**config.mk**
```make
export PLATFORM = sky130hd
export DESIGN_NAME = window_3x3
export DESIGN_NICKNAME = d
export VERILOG_FILES = /design/src/rtl/window_3x3.sv
export SDC_FILE = /design/constraint.sdc
export NUM_CORES = 1
export LEC_CHECK = 0
export ABC_AREA = 1
export BUFFER_PORTS_ARGS = -buffer_cell sky130_fd_sc_hd__buf_4
export CAP_MARGIN = 20
export CORE_UTILIZATION = 35
export CTS_CLUSTER_SIZE = 14
export DETAILED_ROUTE_END_ITERATION = 8
export PLACE_DENSITY = 0.58
export REMOVE_ABC_BUFFERS = 1
export SYNTH_ARGS = -nofsm -noshare
export SYNTH_HDL_FRONTEND = slang
export SYNTH_SLANG_ARGS = --single-unit
```
**constraint.sdc**
```tcl
create_clock -name clk -period 2.5 [get_ports clk]
set_input_delay 0.5 -clock clk [delete_from_list [all_inputs] [get_ports clk]]
set_output_delay 0.5 -clock clk [all_outputs]
set_load 0.01 [all_outputs]
```
**src/rtl/window_3x3.sv**
```systemverilog
// rtl/window_3x3.sv - 3x3 sliding window over a raster pixel stream.
// Optional macro WINDOW_3X3_ZERO_PAD_EN: emit a window per pixel with out-of-frame taps zeroed.
module window_3x3 #(
  parameter int IMG_WIDTH  = 64,
  parameter int IMG_HEIGHT = 64,
  parameter int SIZE       = 8
) (
  input  logic              clk,
  input  logic              rst_n,
  input  logic              pix_valid,
  input  logic              pix_sof,
  input  logic [SIZE-1:0]   pix_in,
  output logic              win_valid,
  output logic [9*SIZE-1:0] win,
  output logic              frame_done
);

  localparam int CW = (IMG_WIDTH > 1) ? $clog2(IMG_WIDTH) : 1;
  localparam int RW = (IMG_HEIGHT > 1) ? $clog2(IMG_HEIGHT) : 1;
  localparam logic [CW-1:0] COL_LAST = CW'(IMG_WIDTH - 1);
  localparam logic [RW-1:0] ROW_LAST = RW'(IMG_HEIGHT - 1);

  logic [CW-1:0]     col_q, col_d, cur_col;
  logic [RW-1:0]     row_q, row_d, cur_row;
  logic [9*SIZE-1:0] win_q, win_d;
  logic              win_valid_q, win_valid_d;
  logic              frame_done_q, frame_done_d;

  // lb1 holds line r-1, lb2 holds line r-2; contents are never reset.
  logic [SIZE-1:0]   lb1_q [IMG_WIDTH];
  logic [SIZE-1:0]   lb2_q [IMG_WIDTH];
  logic [SIZE-1:0]   lb1_rd, lb2_rd;
  logic [SIZE-1:0]   new_col [3];
  logic              clear_old;

  // Position of the pixel being accepted this cycle; sof forces (0,0).
  always_comb begin
    cur_col = col_q;
    cur_row = row_q;
    if (pix_sof) begin
      cur_col = '0;
      cur_row = '0;
    end
  end

  always_comb begin
    col_d = col_q;
    row_d = row_q;
    if (pix_valid) begin
      if (cur_col == COL_LAST) begin
        col_d = '0;
        row_d = (cur_row == ROW_LAST) ? '0 : cur_row + RW'(1);
      end else begin
        col_d = cur_col + CW'(1);
        row_d = cur_row;
      end
    end
  end

  assign lb1_rd = lb1_q[cur_col];
  assign lb2_rd = lb2_q[cur_col];

  always_comb begin
    new_col[0] = lb2_rd;
    new_col[1] = lb1_rd;
    new_col[2] = pix_in;
    clear_old  = 1'b0;
`ifdef WINDOW_3X3_ZERO_PAD_EN
    if (cur_row < RW'(2)) new_col[0] = '0;
    if (cur_row < RW'(1)) new_col[1] = '0;
    clear_old = (cur_col == '0);
`endif
  end

  // Each tap row shifts left by one column; the newest column enters at wc=2.
  always_comb begin
    win_d = win_q;
    if (pix_valid) begin
      for (int wr = 0; wr < 3; wr++) begin
        win_d[(3*wr+0)*SIZE +: SIZE] = clear_old ? '0 : win_q[(3*wr+1)*SIZE +: SIZE];
        win_d[(3*wr+1)*SIZE +: SIZE] = clear_old ? '0 : win_q[(3*wr+2)*SIZE +: SIZE];
        win_d[(3*wr+2)*SIZE +: SIZE] = new_col[wr];
      end
    end
  end

  always_comb begin
    win_valid_d  = 1'b0;
    frame_done_d = 1'b0;
    if (pix_valid) begin
`ifdef WINDOW_3X3_ZERO_PAD_EN
      win_valid_d = 1'b1;
`else
      win_valid_d = (cur_row >= RW'(2)) && (cur_col >= CW'(2));
`endif
      frame_done_d = (cur_row == ROW_LAST) && (cur_col == COL_LAST);
    end
  end

  always_ff @(posedge clk or negedge rst_n) begin
    if (!rst_n) begin
      col_q        <= '0;
      row_q        <= '0;
      win_q        <= '0;
      win_valid_q  <= 1'b0;
      frame_done_q <= 1'b0;
    end else begin
      col_q        <= col_d;
      row_q        <= row_d;
      win_q        <= win_d;
      win_valid_q  <= win_valid_d;
      frame_done_q <= frame_done_d;
    end
  end

  always_ff @(posedge clk) begin
    if (pix_valid) begin
      lb2_q[cur_col] <= lb1_q[cur_col];
      lb1_q[cur_col] <= pix_in;
    end
  end

  assign win        = win_q;
  assign win_valid  = win_valid_q;
  assign frame_done = frame_done_q;

endmodule

```
==> metrics.txt <==
count of final setup violators=721; # diodes=0; CTS tree=built; Fin Hold WS=170 ps; CP max stage delay=440 ps; Worst Path Arrival=3190 ps; Iter 0 DRT Violations=3240; Worst Slack Setup Final=-277 ps; Post-synth EDFFs=1024; clk_lat worst skew=730 ps; Synth Area in Simple Gates=0.218; crit-path max FO=20; Synth top area share=0.663; die height=366 um; Mapped Cells=4406; Avg WL per Cell=21.0 um; dpl cells=6396; CP startpoint kind=register; drt total wl=139000 um; vias in the first global route=31000; Area Growth Syn to Fin=24.1%; r2r setup slk=-280 ps; Max Fclk=360 MHz; I/O pins=86; failing checks=negative setup slack; Max clock buf depth=3; pwr/cell area=777 nW/um2; routability cong.=0.886; fin crit share=1.11; CP max-delay cell=dfrtp_1; cts bufs inserted=116; IO Port Bufs=85; die area=134000 um2; CP required=2910 ps; synth warn=0; adder-cell share of the synthesized area=0.000540; DR DRC count=0; Worst Tran Pin Value=1010 ps; synth top area cells=edfxtp_1 (66%), nand2_1 (14%), nand3_1 (4.8%), dfrtp_1 (4.6%), inv_1 (3.7%); maxcap violations=0; Compound-Gate Fraction of Synth Area=0.0120; critical path type=reg2reg; Initial Utilization=0.353; total track usage=0.206; Reg-to-Reg End=lb2_q[31][6]; CTS Root Cell=clkbuf_16; main combinational cell family by area after synthesis=simple AND/OR/NAND/NOR gates; r2r worst-path depth=11; CTS HTree Levels=3; initial antenna violation count=2; Max Slew Vio Count=0; ratio of cells with drive above 1 in the final layout=0.157; Sinks on Clock Net=1110; CP startpoint=col_q[0]; CP Cell Sequence=buf_4 > nand2_8 > nor2_4 > buf_12 > buf_4 > inv_2 > nor2_4 > nand2_1 > buf_4 > nor2_1 > buf_4; XOR/XNOR share of the synthesized area=0.000378; # rows=133; sequential share of the synthesized area=0.710; Synth async-reset ratio=0.0775; peak supply drop=0.616 mV; HP Class=in2reg; Cell variety after synth=35; first-pass GRT wire length=206000 um; critical path endpoint=lb2_q[31][6]; Antenna Violating Nets Remaining=0; Avg Cell Area, Syn=10.5 um2; DIE WIDTH=366 um; Post-synth top cells=nand2_1 (1777), edfxtp_1 (1024), inv_1 (458), nand3_1 (444), nor2_1 (255); area leader, netlist=edfxtp_1; Leak Pwr=23.5 nW; grt ovf=0; Core Box Area=131000 um2; Worst path most repeated cell=buf_4; most frequent cell after synthesis=nand2_1; multiplexer area fraction after synthesis=0; Most used DFF post-synth=edfxtp_1; Clock Skew=36.1 ps; RSZ-0062 raised after global routing=true; Via Count=32500; synthesized cell area=46400 um2; largest net degree at the start of global routing=81; fin crit period=2780 ps; crit path capture type=register; vias per cell=4.90; Layout Nets=4805; Max-slew headroom=0.328; r2r startpoint=col_q[0]; #FFs+latches synth=1110; Final Hold Viols=0; clock-pin slew on the worst setup and hold paths=60 ps; final non-filler cell total=6646; status=finished, violations left; HPWL after detailed placement=86500 um; drt first pass iters=5
area by class of cell:
class / instances / area [um2]
fillers: 12200 / 73900
flip-flops and latches: 1110 / 32900
multi-input cells: 2619 / 11100
repair buffers: 470 / 5700
clock buffers: 163 / 3220
well taps: 1755 / 2200
inverters: 474 / 1790
clock inverters: 55 / 573
sequential cells by signal, indices dropped and copies added (netlist names):
register / cells
lb1_q: 512
lb2_q: 512
win: 72
col_q: 6
row_q: 6
frame_done: 1
win_valid: 1
cell usage in the layout (no fill, tap or decap), drive strengths merged, types with 4 or more instances in the layout:
master	count
o21ai	52
bufbuf	4
dfrtp	86
or2	4
clkinv	38
nand4	8
a21oi	32
clkbuf	168
o211ai	11
inv	479
nor3	5
bufinv	9
nand3	444
nor2	268
nand2	1780
buf	460
edfxtp	1024
per-stage QoR:
stage / setup TNS, ps / setup WS, ps / util / instance area (um2) / power, mW
finish: -104730 / -277 / 0.438 / 57500 / 44.7
global route: -159540 / -319 / 0.438 / 57500 / 46.1
CTS: -87990 / -221 / 0.434 / 57100 / 44.8
detailed placement: -330860 / -567 / 0.401 / 52700 / 27.4
global placement: -311100 / -524 / 0.401 / 52700 / 27.3
floorplan: -5682310 / -5740 / - / 45400 / 24.2
worst max-delay path: cells and delay by family (launching register included):
kind                   cells  cell delay [ps]
flip-flops                 1              440
buffers and inverters      6             1250
AND/OR/NAND/NOR            5              750
repair_timing:
| item | CTS | global route |
|---|---|---|
| gates cloned | 9 | 5 |
| pin swaps | 9 | 9 |
| endpoints found under the hold margin | 71 | 0 |
| hold buffers | 1 | 0 |
| setup buffers | 12 | 5 |
| gates resized for setup | 60 | 74 |
| setup endpoints to repair | 653 | 879 |
power breakdown:
group	leakage, nW	switching (mW)	internal (mW)
clock network	1.85	7.31	9.93
registers	10.3	0.245	21.2
logic	11.3	3.94	2.13
total	23.5	11.5	33.2
kinds of logic after synthesis:
logic type                 after synthesis
adders and majority gates                2
DFF                                   1110
xor gates and xnor gates                 2
and+or+nand+nor                       2513
buffers and inverters                  677
AOI/OAI and AO/OA                      102
layer usage:
layer	track usage	share of wire	vias to the layer above
met3	0.0246	0.070	217
met5	0	0	-
li1	-	-	15200
met2	0.325	0.46	1245
met1	0.295	0.44	15900
met4	0.0624	0.032	0
how the worst min path moves through the flow:
stage | cells after the start | to | start | slack (ps)
3_5_place_dp | 1 | win[26] | rst_n | 390
6_report | 3 | win[15] | pix_valid | 170
4_1_cts | 3 | win[15] | pix_valid | 130
5_1_grt | 3 | win[15] | pix_valid | 170
2_1_floorplan | 0 | col_q[0] | rst_n | 200
3_3_place_gp | 1 | win[26] | rst_n | 390
(Power assumes the default switching activity.)
